<file path="src/rtl/lpc_uart_tx.sv">
// Transmit half of the LPC-to-UART bridge: THR byte FIFO feeding an 8N1
// serializer (LSB first), plus LSR THRE/TEMT status and a sticky overrun flag.
module lpc_uart_tx #(
  parameter int DIVISOR = 286,
  parameter int FIFO_AW = 4
) (
  input  logic               lpc_clk,
  input  logic               lpc_rst,
  input  logic               wr_stb,
  input  logic [7:0]         wr_data,
  input  logic               ovr_clr,
  output logic               uart_tx,
  output logic               thre,
  output logic               temt,
  output logic               overrun,
  output logic [FIFO_AW:0]   fifo_level
);

  localparam int CW    = (DIVISOR > 1) ? $clog2(DIVISOR) : 1;
  localparam int DEPTH = 2 ** FIFO_AW;

  localparam logic [CW-1:0]      CNT_MAX   = CW'(DIVISOR - 1);
  localparam logic [CW-1:0]      CNT_ONE   = CW'(1);
  localparam logic [FIFO_AW:0]   LVL_DEPTH = (FIFO_AW + 1)'(DEPTH);
  localparam logic [FIFO_AW:0]   LVL_ONE   = (FIFO_AW + 1)'(1);
  localparam logic [FIFO_AW-1:0] PTR_ONE   = FIFO_AW'(1);

  typedef enum logic [1:0] {IDLE, START, DATA, STOP} state_t;

  state_t             state;
  logic [CW-1:0]      baud_cnt;
  logic [2:0]         bit_idx;
  logic [7:0]         shifter;
  logic [7:0]         mem [DEPTH];
  logic [FIFO_AW-1:0] wr_ptr;
  logic [FIFO_AW-1:0] rd_ptr;
  logic               bit_done;
  logic               fifo_empty;
  logic               pop;
  logic               push;
  logic               drop;

  // A pop is only ever issued with data present: from IDLE, or at the very
  // last cycle of a stop bit so the next frame follows with no gap.
  assign bit_done   = (baud_cnt == CNT_MAX);
  assign fifo_empty = (fifo_level == '0);
  assign pop        = !fifo_empty && ((state == IDLE) || ((state == STOP) && bit_done));
  assign push       = wr_stb && ((fifo_level != LVL_DEPTH) || pop);
  assign drop       = wr_stb && !push;
  assign thre       = fifo_empty;
  assign temt       = fifo_empty && (state == IDLE);

  always_ff @(posedge lpc_clk) begin
    if (push) mem[wr_ptr] <= wr_data;
  end

  always_ff @(posedge lpc_clk or negedge lpc_rst) begin
    if (!lpc_rst) begin
      wr_ptr     <= '0;
      rd_ptr     <= '0;
      fifo_level <= '0;
      overrun    <= 1'b0;
    end else begin
      if (push) wr_ptr <= wr_ptr + PTR_ONE;
      if (pop)  rd_ptr <= rd_ptr + PTR_ONE;
      if (push && !pop)      fifo_level <= fifo_level + LVL_ONE;
      else if (pop && !push) fifo_level <= fifo_level - LVL_ONE;
      // A drop in the same cycle as a clear leaves the flag set.
      if (drop)         overrun <= 1'b1;
      else if (ovr_clr) overrun <= 1'b0;
    end
  end

  always_ff @(posedge lpc_clk or negedge lpc_rst) begin
    if (!lpc_rst) begin
      state    <= IDLE;
      baud_cnt <= '0;
      bit_idx  <= '0;
      shifter  <= '0;
      uart_tx  <= 1'b1;
    end else begin
      case (state)
        IDLE: begin
          baud_cnt <= '0;
          uart_tx  <= 1'b1;
          if (pop) begin
            shifter <= mem[rd_ptr];
            state   <= START;
            uart_tx <= 1'b0;
          end
        end
        START: begin
          if (bit_done) begin
            baud_cnt <= '0;
            bit_idx  <= '0;
            state    <= DATA;
            uart_tx  <= shifter[0];
          end else begin
            baud_cnt <= baud_cnt + CNT_ONE;
          end
        end
        DATA: begin
          if (bit_done) begin
            baud_cnt <= '0;
            if (bit_idx == 3'd7) begin
              state   <= STOP;
              uart_tx <= 1'b1;
            end else begin
              bit_idx <= bit_idx + 3'd1;
              uart_tx <= shifter[bit_idx + 3'd1];
            end
          end else begin
            baud_cnt <= baud_cnt + CNT_ONE;
          end
        end
        STOP: begin
          if (bit_done) begin
            baud_cnt <= '0;
            if (pop) begin
              shifter <= mem[rd_ptr];
              state   <= START;
              uart_tx <= 1'b0;
            end else begin
              state   <= IDLE;
              uart_tx <= 1'b1;
            end
          end else begin
            baud_cnt <= baud_cnt + CNT_ONE;
          end
        end
        default: state <= IDLE;
      endcase
    end
  end

endmodule

</file>
<file path="config.mk">
export PLATFORM = sky130hd
export DESIGN_NAME = lpc_uart_tx
export DESIGN_NICKNAME = d
export VERILOG_FILES = /design/src/rtl/lpc_uart_tx.sv
export SDC_FILE = /design/constraint.sdc
export NUM_CORES = 1
export LEC_CHECK = 0
export ABC_CLOCK_PERIOD_IN_PS = 3830
export BUFFER_PORTS_ARGS = -buffer_cell sky130_fd_sc_hd__buf_2
export CAP_MARGIN = 40
export CORE_MARGIN = 2
export CORE_UTILIZATION = 55
export DETAILED_ROUTE_END_ITERATION = 8
export PLACE_DENSITY = 0.69
export SETUP_SLACK_MARGIN = 0.2
export SLEW_MARGIN = 40
export SYNTH_ARGS = -nofsm -noshare
export SYNTH_HDL_FRONTEND = slang
export SYNTH_SLANG_ARGS = --single-unit
</file>
<file path="constraint.sdc">
create_clock -name lpc_clk -period 3.83 [get_ports lpc_clk]
set_clock_uncertainty 0.15 [all_clocks]
set_input_delay 0.1915 -clock lpc_clk [delete_from_list [all_inputs] [get_ports lpc_clk]]
set_output_delay 0.1915 -clock lpc_clk [all_outputs]
set_load 0.01 [all_outputs]
</file>
Word-level counts from Yosys, hierarchy flattened
Memory sizes are Yosys's and may differ from the RTL's.
Index checks and enable logic that the tools add are counted.
- equality and inequality tests: 12
- add/sub/neg operators: 6
- reduce and logical (&&, ||, !) cells: 23
- muxes and demuxes: 30
- shift-type cells: 0
- bitwise gates (word level): 0
- multipliers: 0
- div/mod/pow operators: 0
- magnitude comparators: 1
- operators by type and width (kind ; count):
    9-bit case mux with 2 select lines ; 1
    8-bit two-way mux ; 2
    8-bit case mux with 2 select lines ; 1
    2-bit inequality test, second input constant ; 6
    1-bit two-way mux ; 11
    2-bit two-way mux ; 5
    5-bit two-way mux ; 2
    9-bit by 1-bit adder with 9-bit output, second input constant ; 1
    9-bit equality test, second input constant ; 1
    3-bit two-way mux ; 3
    9-bit two-way mux ; 1
    4-bit by 1-bit adder with 4-bit output, second input constant ; 2
    2-bit case mux with 4 select lines ; 1
    2-bit nonzero test ; 4
    1-bit logical AND ; 7
    3-bit case mux with 2 select lines ; 1
    5-bit by 1-bit adder with 5-bit output, second input constant ; 1
    5-bit logical NOT ; 1
    5-bit inequality test, second input constant ; 1
    5-bit AND reduction ; 1
    5-bit by 1-bit subtractor with 5-bit output, second input constant ; 1
    2-bit equality test, second input constant ; 2
    3-bit by 4-bit less-than comparator with 1-bit output, second input constant ; 1
    1-bit case mux with 4 select lines ; 1
    11 further kinds ; 14
- memories kept: 1
- bits in read-only memories: 0
- RAM bits: 128
- output and inout port bits: 9
- bits in latches: 0
- bits of input ports: 12
- logic and storage cells: 82
- bits in registers: 37
- memories (memory ; words ; bits a word ; read ports ; clocked after Yosys merged registers in ; write ports ; line ; text):
    mem ; 16 ; 8 ; 1 ; 0 ; 1 ; 34 ; logic [7:0] mem [DEPTH];

Logic depth before layout (Yosys ltp)
Gate-level depths: netlist (run 1).
- depth after elaboration: 10
- depth in mapped cells: 16

Worst setup path before layout (run 1)
No wires, ideal clock.
- path kind: register -> register
- start point: register fifo_level[0]
- end point: register fifo_level[4]
- arrival time: 2723 ps
- path buffers: 1
- path slack: 825 ps
- period minus slack after synthesis: 3005 ps
- cell stages (with the launch flop): 15
- setup time: 132 ps
- data required time: 3548 ps
- path through: dfrtp_1 or3_4 nor4b_4 nand2_1 nand2_2 inv_2 buf_6 ha_1 inv_1 ha_1 a21o_1 a21oi_1 xnor2_1 nor2_1 xor2_1
- cells in the longest elaborated chain, start to end: 8
- elaborated cells on any way between the ends: 15
- those cells by class: add/sub: 2; eq/ne: 1; mux: 2; reduce/logical: 10
- RTL lines (what ; line ; text):
    start, declared ; 16 ; output logic [FIFO_AW:0] fifo_level
    start signal, assigned ; 66 ; if (push && !pop) fifo_level <= fifo_level + LVL_ONE;
    start signal, assigned ; 67 ; else if (pop && !push) fifo_level <= fifo_level - LVL_ONE;
    5-bit logical NOT ; 46 ; assign fifo_empty = (fifo_level == '0);
    1-bit logical NOT ; 47 ; assign pop = !fifo_empty && ((state == IDLE) || ((state == STOP) && bit_done));
    1-bit logical AND ; 47 ;
    1-bit logical OR (*) ; 48 ; assign push = wr_stb && ((fifo_level != LVL_DEPTH) || pop);
    1-bit logical AND (*) ; 48 ;
    via push ; 40 ; logic push;
    1-bit logical NOT ; 67 ;
    1-bit logical AND ; 67 ;
    2-bit nonzero test (no source line) ; -- ;
The timed path passes the listed nets; every way through them passes the cells marked *. The select of a mux whose other input is x is not followed.
A chain may end at the register's enable or synchronous reset.

Worst setup path after layout (run 1)
- start point: register baud_cnt[1]
- end point: register fifo_level[4]
- cells in the longest elaborated chain, start to end: 9
- elaborated cells on any way between the ends: 12
- those cells by class: eq/ne: 1; mux: 1; reduce/logical: 10
- RTL lines (what ; line ; text):
    start, declared ; 31 ; logic [CW-1:0] baud_cnt;
    start signal, assigned ; 99 ; baud_cnt <= baud_cnt + CNT_ONE;
    start signal, assigned ; 113 ; baud_cnt <= baud_cnt + CNT_ONE;
    start signal, assigned ; 128 ; baud_cnt <= baud_cnt + CNT_ONE;
    9-bit equality test (*) ; 45 ; assign bit_done = (baud_cnt == CNT_MAX);
    1-bit logical AND (*) ; 47 ;
    1-bit logical OR (*) ; 47 ;
    1-bit logical AND (*) ; 47 ;
    1-bit logical OR ; 48 ;
    1-bit logical AND ; 48 ;
    1-bit logical NOT ; 67 ;
    1-bit logical AND ; 67 ;
    2-bit nonzero test (no source line) ; -- ;
Mark *: on every way between the ends. The rest lies on a longest branch, timed or not.

==> run summary, run 1 <==
Skew-Pair Late Insertion Delay -> 0.41 ns
largest net degree at the start of global routing -> 38
clock buffer depth -> 2
met1 wire length -> 5418 um
power density over the cells -> 563.5 nW/um^2
Max Cap Viol -> 0
via count of the first global-routing pass -> 3639
Root Driver -> clkbuf_16
period utilization -> 0.8370
share of cells above drive strength 1 -> 0.2477
FMAX -> 0.3119 GHz
cell total after placement -> 578
Design Power -> 0.004564 W
dpl hpwl -> 8022 um
EDFF count, synth -> 128
Residual DRC -> 0
1st-iter DRT viols -> 291
number of gates resized after CTS -> 0
Area Overhead vs Synth -> 12.48%
std cell rows -> 41
synthesized cell area -> 7201 sq um
Final min period -> 3.206 ns
IO Pins -> 21
first-pass GRT wire length -> 20370 um
R2R Setup Slk -> 0.62 ns
Starting Density -> 0.5660
CP peak stage delay -> 0.42 ns
critical path type -> flip-flop to flip-flop
Setup crit end kind -> flip-flop
worst-path cell with the longest stage delay -> dfrtp_1
syn avg cell area -> 18.18 sq um
Mapped Nets -> 427
highest routed layer -> met4
DRT Wirelength -> 12910 um
Placed Area -> 7400 sq um
FFs w/ async S/R, synth -> 0.2242
Ys Warns -> 0
clock slew at reported path FFs -> 0.06 ns
Final Hold Vio Count -> 0
Critical Path AT -> 3.35 ns
CTS buffer count -> 17
critical path cell sequence -> inv_1 > ha_1 > and2_1 > nand4_4 > nand2_1 > nand2_2 > inv_2 > ha_1 > inv_1 > fa_1 > a21o_1 > a21oi_1 > xnor2_1 > nor2_1 > xor2_1
port buffer count -> 20
VDD IR-drop max -> 546.8 uV
Post-Synthesis Cells -> 396
HP Class -> input pin to flip-flop
height of the die -> 118.4 um
first-pass iteration count of the detailed router -> 4
Synth cell types -> 59
initial antenna violation count -> 0
core area -> 12720 sq um
register area share after synthesis -> 0.6626
CTS Sinks -> 165
DIE WIDTH -> 118.4 um
critical path startpoint category -> flip-flop
required time worst endpoint -> 3.97 ns
Final nets -> 463
worst-margin pin slew -> 0.7968 ns
hold_buf cts -> 7
cell family with most CP delay -> adder cells
Relative slew margins -> 0.4665
FF+latch count, synth -> 165
GRT Total Usage -> 0.2000
RSZ-0062 raised after global routing -> no
global route total overflow -> 0
WL per Instance -> 20.95 um
Die Area -> 14020 sq um
post-CTS setup buffer count -> 0
final antenna-violating net count -> 0
met3 routed WL -> 747 um
Post-synth top flop -> edfxtp_1
Bufs and invs on worst path -> 3
fin cells -> 616
Slew Limit Fails -> 0
diode count -> 0
Crit Path Max Fanout -> 12
final setup TNS -> 0 ns
met2 WL -> 6473 um
Pleak -> 2.986 nW
TritonCTS clock tree -> yes
status -> finished clean
Vias -> 3583
final instance area -> 8099 sq um
Final setup viols -> 0
RD Place Congestion -> 0.7404
vias per cell -> 5.817
CTS H-tree depth -> 4
[cell usage after synthesis (2+ instances only)]
cell type  count  area, sq um
inv_1         10        37.54
clkbuf_8       4        55.05
mux2_2         4        45.04
o21bai_1       2        15.01
nand3_1       12        60.06
ha_1          18        225.2
dfrtp_1       36        900.9
nand2_2        2        12.51
o21ai_0        4        20.02
a22oi_1       16        120.1
nand2_1       17        63.81
mux4_1        17        446.7
buf_12         2        40.04
nor4b_1        2        17.52
nand4_1        2        12.51
a21o_1         2        15.01
mux2_4         8        120.1
mux4_2        17        382.9
nor2b_1        2        12.51
nor3b_2        4        50.05
edfxtp_1     128         3844
a22o_1         5        43.79
and2_1         3        18.77
nor2_1        17        63.81
xnor2_1        9        78.83
clkbuf_1       2        7.510
and3_1         6        37.54
nor3_1         2        10.01
xor2_1         9        78.83
a21oi_1        3        15.01
buf_6          3        33.78
[metrics by stage]
stage | hold slack (ns) | util | setup slack [ns]
after global routing | 0.007845 | 0.6366 | 0.3188
final | 0.01509 | 0.6366 | 0.6243
after global placement | 0.1853 | 0.5812 | 0.7321
after floorplan | -0.2541 | - | 0.8250
after detailed placement | 0.2015 | 0.5816 | 0.6317
after CTS | 0.0005762 | 0.6345 | 0.6213
[path summary, 6_finish.rpt]
path | start | to | depth (start not counted)
max in group asynchronous | lpc_rst | rd_ptr[2] | 2
worst max-delay path | baud_cnt[1] | fifo_level[4] | 15
min in group asynchronous | lpc_rst | baud_cnt[3] | 2
worst min register to register | uart_tx | uart_tx | 2
worst max register to register | baud_cnt[1] | fifo_level[4] | 15
worst min-delay path | wr_data[2] | mem[13][2] | 1
[power by group]
part           leakage [nW]  internal (W)  switching [W]
clock                 0.295       0.00104       0.000690
sequential             1.61       0.00212       0.000139
combinational          1.08      0.000254       0.000322
total                  2.99       0.00341        0.00115
[cell usage in the layout, fill, tap and decap left out, types with 3 or more instances in the layout]
| master | instances |
|---|---|
| a21oi_1 | 3 |
| a22o_1 | 5 |
| a22oi_1 | 16 |
| and2_1 | 3 |
| and3_1 | 6 |
| buf_2 | 19 |
| buf_4 | 7 |
| bufinv_16 | 3 |
| clkbuf_16 | 17 |
| dfrtp_1 | 34 |
| dlygate4sd3_1 | 7 |
| edfxtp_1 | 128 |
| ha_1 | 18 |
| inv_1 | 10 |
| inv_6 | 3 |
| mux2_2 | 4 |
| mux2_4 | 8 |
| mux4_1 | 17 |
| mux4_2 | 17 |
| nand2_1 | 17 |
| nand3_1 | 12 |
| nor2_1 | 15 |
| nor3b_4 | 3 |
| o21ai_0 | 4 |
| xnor2_1 | 9 |
| xor2_1 | 9 |
[state kept, by name, indices dropped and copies added (netlist names)]
register    count
rd_ptr          4
mem           128
wr_ptr          4
fifo_level      5
uart_tx         1
baud_cnt        9
shifter         8
overrun         1
state           2
bit_idx         3
[layer usage]
metal / vias up / GRT usage
met5: - / 0
met4: 0 / 0.07068
met3: 21 / 0.05068
met2: 92 / 0.3215
met1: 1829 / 0.2681
li1: 1641 / -
[area by class of cell]
| class | count | area (sq um) |
|---|---|---|
| Tap cell | 172 | 215.2 |
| Fill cell | 915 | 4623 |
| Inverter | 11 | 41.29 |
| Multi-Input combinational cell | 204 | 2243 |
| Clock inverter | 13 | 173.9 |
| Clock buffer | 18 | 429.2 |
| Sequential cell | 165 | 4778 |
| Timing Repair Buffer | 33 | 217.7 |
[logic make-up (layout without fill, tap and decap cells)]
logic type	count (synthesis)	after routing	synth area share
adders and majority gates	19	19	0.03406
AOI/OAI and AO/OA	40	40	0.04309
and+or+nand+nor	81	81	0.06933
xor gates and xnor gates	18	18	0.02190
buffers and inverters	27	75	0.03093
DFF	165	165	0.6626
muxes	46	46	0.1381
Power figures use the tool's default switching activity.
==> run 2: changes to the inputs <==
- ABC_CLOCK_PERIOD_IN_PS: 3830 -> 2930
- PLACE_DENSITY: 0.69 -> 0.72
- clock period: 3.83 -> 2.93 ns (I/O delays scaled with it)
==> run 2 against run 1 <==
Clock power grew 30%. Combinational power grew 46%. First-iteration DRC count shrank 12%. Sequential power grew 30%. Design area grew 2.6%. Register-to-register slack lost 0.42 ns. Critical path type unchanged. Worst hold slack gained 0.060 ns.
==> run summary, run 2 (synthesis gave the netlist of run 1 again) <==
fin cells -> 635
status -> finished clean
worst-path cell with the longest stage delay -> dfrtp_2
leading cell types in the layout, fill and taps excluded -> edfxtp_1, dfrtp_1, buf_4
Vias -> 3645
biggest regs -> mem: 128 flops, baud_cnt: 9 flops, shifter: 8 flops
internal power -> 0.004523 W
Crit Path Max Fanout -> 4
cell family with most CP delay -> simple AND/OR/NAND/NOR gates
largest reg by FF count -> mem
first-pass iteration count of the detailed router -> 5
FMAX -> 0.3672 GHz
Relative slew margins -> 0.5306
Bufs and invs on worst path -> 2
Starting Density -> 0.5660
Max Cap Viol -> 0
initial antenna violation count -> 0
Gate power share -> 0.139
share of cells above drive strength 1 -> 0.2937
Residual DRC -> 0
final antenna-violating net count -> 0
first-pass GRT wire length -> 20640 um
final setup TNS -> 0 ns
Largest register FFs -> 128
Critical Path AT -> 2.87 ns
HP Class -> input pin to async pin
RR Startpoint -> fifo_level[0]
Setup crit end kind -> flip-flop
cell total after placement -> 586
diode count -> 0
CP peak stage delay -> 0.42 ns
core area -> 12720 sq um
Final Hold Vio Count -> 0
global route total overflow -> 0
Seq pwr share -> 0.488
period utilization -> 0.9294
critical path cell sequence -> or3_4 > nor4b_4 > nand2_2 > nand2_2 > inv_2 > ha_4 > inv_6 > ha_4 > a21o_1 > a21oi_2 > xnor2_1 > nor2_1 > xor2_1
vias per cell -> 5.740
1st-iter DRT viols -> 256
largest net degree at the start of global routing -> 38
Clock power frac -> 0.373
port buffer count -> 20
VDD IR-drop max -> 475.4 uV
dpl hpwl -> 8008 um
GRT Total Usage -> 0.1986
height of the die -> 118.4 um
TritonCTS clock tree -> yes
Slew Limit Fails -> 0
clock slew at reported path FFs -> 0.06 ns
power density over the cells -> 725.5 nW/um^2
clock buffer depth -> 2
Final min period -> 2.723 ns
Die Area -> 14020 sq um
CTS Sinks -> 165
CTS H-tree depth -> 4
Final setup viols -> 0
Worst Slack Setup Final -> 0.2069 ns
Net Switching -> 0.001507 W
Pleak -> 3.070 nW
RSZ-0062 raised after global routing -> yes
Root Driver -> clkbuf_16
Reg2Reg Depth -> 13
critical path startpoint category -> flip-flop
required time worst endpoint -> 3.07 ns
std cell rows -> 41
worst-margin pin slew -> 0.7010 ns
R2R Setup Slk -> 0.21 ns
via count of the first global-routing pass -> 3794
Worst Setup SP -> fifo_level[0]
CTS buffer count -> 17
Skew-Pair Late Insertion Delay -> 0.42 ns
critical path type -> flip-flop to flip-flop
Sw Share -> 0.2499
r2r endpoint -> fifo_level[4]
WL per Instance -> 20.44 um
Place WS -> 0.1731 ns
DRT Wirelength -> 12980 um
IO Pins -> 21
RD Place Congestion -> 0.7532
DIE WIDTH -> 118.4 um
Final nets -> 482
Area Overhead vs Synth -> 15.41%
commonest non-fill, non-tap cell in the layout -> edfxtp_1
[run 2: repair_timing]
| action | CTS | global route |
|---|---|---|
| endpoints found under the setup margin | 1 | 18 |
| hold endpoints to repair | 154 | 0 |
| hold buffers | 11 | 0 |
| gates resized for setup | 1 | 8 |
| buffers inserted | 0 | 7 |
| pin swaps | 1 | 5 |
[run 2: worst max-delay path by stage]
stage                     to  slack, ns  depth (start not counted)
4_1_cts        fifo_level[4]       0.22                         13
3_3_place_gp   fifo_level[4]       0.24                         12
2_1_floorplan  fifo_level[4]       0.05                         12
5_1_grt        fifo_level[4]       0.09                         13
3_5_place_dp   fifo_level[4]       0.17                         12
6_report       fifo_level[4]       0.21                         13
[run 2: power by group through the flow]
| stage | Combinational, W | Clock (W) | Sequential (W) |
|---|---|---|---|
| 2_1_floorplan | 0.000553 | 0 | 0.00294 |
| 3_3_place_gp | 0.000761 | 0 | 0.00298 |
| 3_5_place_dp | 0.000779 | 0 | 0.00300 |
| 4_1_cts | 0.000798 | 0.00228 | 0.00295 |
| 5_1_grt | 0.000935 | 0.00238 | 0.00297 |
| 6_report | 0.000841 | 0.00225 | 0.00294 |
[run 2: area by class of cell]
class,count,area [sq um]
Sequential cell,165,4777
Fill cell,882,4412
Multi-Input combinational cell,204,2277
Clock buffer,17,425.4
Timing Repair Buffer,52,395.4
Tap cell,172,215.2
Clock inverter,14,173.9
Inverter,11,46.29
[run 2: per-layer routing]
| layer | track usage | part of all wire |
|---|---|---|
| met5 | 0 | 0 |
| met3 | 0.04585 | 0.042 |
| met1 | 0.2767 | 0.45 |
| met2 | 0.3147 | 0.49 |
| met4 | 0.06324 | 0.018 |
[run 2: worst reg2reg max path, cell delays in order (launching register included)]
cell     delay (ns)
dfrtp_2        0.42
or3_4          0.41
nor4b_4        0.30
nand2_2        0.08
nand2_2        0.08
inv_2          0.05
ha_4           0.17
inv_6          0.07
ha_4           0.20
a21o_1         0.19
a21oi_2        0.13
xnor2_1        0.13
nor2_1         0.08
xor2_1         0.14
[run 2: per-stage QoR]
step | power (W) | hold WS [ns] | util | cell area [sq um]
floorplan | 0.003493 | -0.2991 | - | 7247
global placement | 0.003742 | 0.1571 | 0.5915 | 7525
detailed placement | 0.003778 | -0.002985 | 0.5917 | 7527
CTS | 0.006028 | 0.07690 | 0.6476 | 8239
global route | 0.006286 | 0.1176 | 0.6532 | 8310
finish | 0.006029 | 0.07554 | 0.6532 | 8310
==> run 3: changes to the inputs <==
- CORE_UTILIZATION: 55 -> 50
- MAX_ROUTING_LAYER: not set -> met4
- PLACE_DENSITY: 0.72 -> 0.66
==> run 3 against run 2 <==
Routed wire length up 3.1%. Core utilization is 5.9 points lower. Clock-buffer cell count is the same. Sequential power about the same. Maximum frequency increased by 0.71%. Via count shrank 1.4%. Sequential share of layout area about the same. Final cell count is 0.63% higher. Combinational power decreased by 2%. Critical endpoint unchanged.
==> run summary, run 3 (synthesis gave the netlist of run 1 again) <==
Die Area -> 15380 sq um
via count of the first global-routing pass -> 3674
Vias -> 3595
status -> finished clean
leading cell types in the layout, fill and taps excluded -> edfxtp_1, dfrtp_1, buf_2
critical path startpoint category -> flip-flop
first-pass GRT wire length -> 20670 um
GRT Total Usage -> 0.1971
TritonCTS clock tree -> yes
port buffer count -> 20
area taken by multi-input logic gates -> 2280 sq um
dpl hpwl -> 8406 um
RD Place Congestion -> 0.7648
largest net degree at the start of global routing -> 38
CTS H-tree depth -> 4
critical path type -> flip-flop to flip-flop
Starting Density -> 0.5148
CTS buffer count -> 17
CTS Sinks -> 165
Final setup viols -> 0
commonest non-fill, non-tap cell in the layout -> edfxtp_1
FMAX -> 0.3698 GHz
Relative slew margins -> 0.5687
Util after Layout -> 0.5943
Max Cap Viol -> 0
Crit Path Max Fanout -> 4
RSZ-0062 raised after global routing -> yes
Final nets -> 478
IO Pins -> 21
diode count -> 0
vias per cell -> 5.626
Skew-Pair Late Insertion Delay -> 0.42 ns
Pleak -> 3.066 nW
final antenna-violating net count -> 0
share of cells above drive strength 1 -> 0.2832
biggest regs -> mem: 128 flops, baud_cnt: 9 flops, shifter: 8 flops
clock buffer depth -> 2
Residual DRC -> 0
required time worst endpoint -> 3.08 ns
DIE WIDTH -> 124.0 um
clock slew at reported path FFs -> 0.07 ns
Slew Limit Fails -> 0
height of the die -> 124.0 um
Final Hold Vio Count -> 0
Critical Path AT -> 2.85 ns
Largest register FFs -> 128
period utilization -> 0.9228
HP Class -> input pin to async pin
first-pass iteration count of the detailed router -> 4
power density over the cells -> 735.0 nW/um^2
largest reg by FF count -> mem
VDD IR-drop max -> 540.3 uV
core area -> 13990 sq um
DRT Wirelength -> 13380 um
Setup crit end kind -> flip-flop
cell total after placement -> 595
global route total overflow -> 0
1st-iter DRT viols -> 292
number of fill cells -> 1031
fin cells -> 639
Root Driver -> clkbuf_16
worst-margin pin slew -> 0.6446 ns
final setup TNS -> 0 ns
Area Overhead vs Synth -> 15.45%
Final min period -> 2.704 ns
std cell rows -> 43
Storage cell area -> 4776 sq um
WL per Instance -> 20.94 um
initial antenna violation count -> 0
run 3: worst paths after layout:
kind	start	to	slack, ns	cells after the start
setup / recovery	fifo_level[2]	fifo_level[4]	0.23	13
hold / removal	lpc_rst	shifter[3]	0.08	2
setup reg to reg	fifo_level[2]	fifo_level[4]	0.23	13
hold reg to reg	uart_tx	uart_tx	0.33	2
max in group asynchronous	lpc_rst	rd_ptr[0]	2.17	2
min in group lpc_clk	wr_stb	fifo_level[0]	0.10	5
run 3: stage by stage:
step,cell area (sq um),hold WS [ns],total power (W),setup slack [ns]
finish,8313,0.08204,0.006110,0.2262
global route,8313,0.1135,0.006358,0.09488
CTS,8295,0.08290,0.006152,0.2148
detailed placement,7545,-0.0004079,0.003790,0.1626
global placement,7542,0.1550,0.003753,0.2329
floorplan,7247,-0.2991,0.003493,0.04699
run 3: power breakdown:
part | internal, W | total [W] | switching [W]
logic | 0.000382 | 0.000823 | 0.000441
clock network | 0.00143 | 0.00234 | 0.000909
registers | 0.00277 | 0.00294 | 0.000170
run 3: layer usage:
metal	wire length, um	vias up	share of wire	global-route usage
li1	-	1671	-	-
met1	5725	1815	0.43	0.2530
met2	6752	95	0.50	0.3098
met3	704	14	0.053	0.04670
met4	197	0	0.015	0.07303
met5	0	-	0	-
run 3: layout make-up:
cell class	instances	area share
repair buffers	48	0.04395
multi-input cells	204	0.2742
clock buffers	17	0.05117
well taps	180	0.02709
flip-flops and latches	165	0.5745
clock inverters	14	0.02378
inverters	11	0.005268
run 3: worst max-delay path: stages (launching register included):
cell     delay [ns]
dfrtp_1        0.43
or3_4          0.43
nor4b_4        0.25
nand2_1        0.10
nand2_2        0.08
inv_2          0.06
ha_4           0.16
inv_4          0.08
ha_4           0.21
a21o_1         0.18
a21oi_2        0.13
xnor2_1        0.13
nor2_1         0.06
xor2_1         0.14
run 3: repair_timing:
| action | in CTS | in global routing |
|---|---|---|
| setup buffers | 2 | 0 |
| pin swaps | 1 | 0 |
| endpoints found under the hold margin | 162 | 0 |
| hold buffers | 11 | 0 |
| resized for setup | 1 | 5 |
| setup endpoints to repair | 1 | 9 |
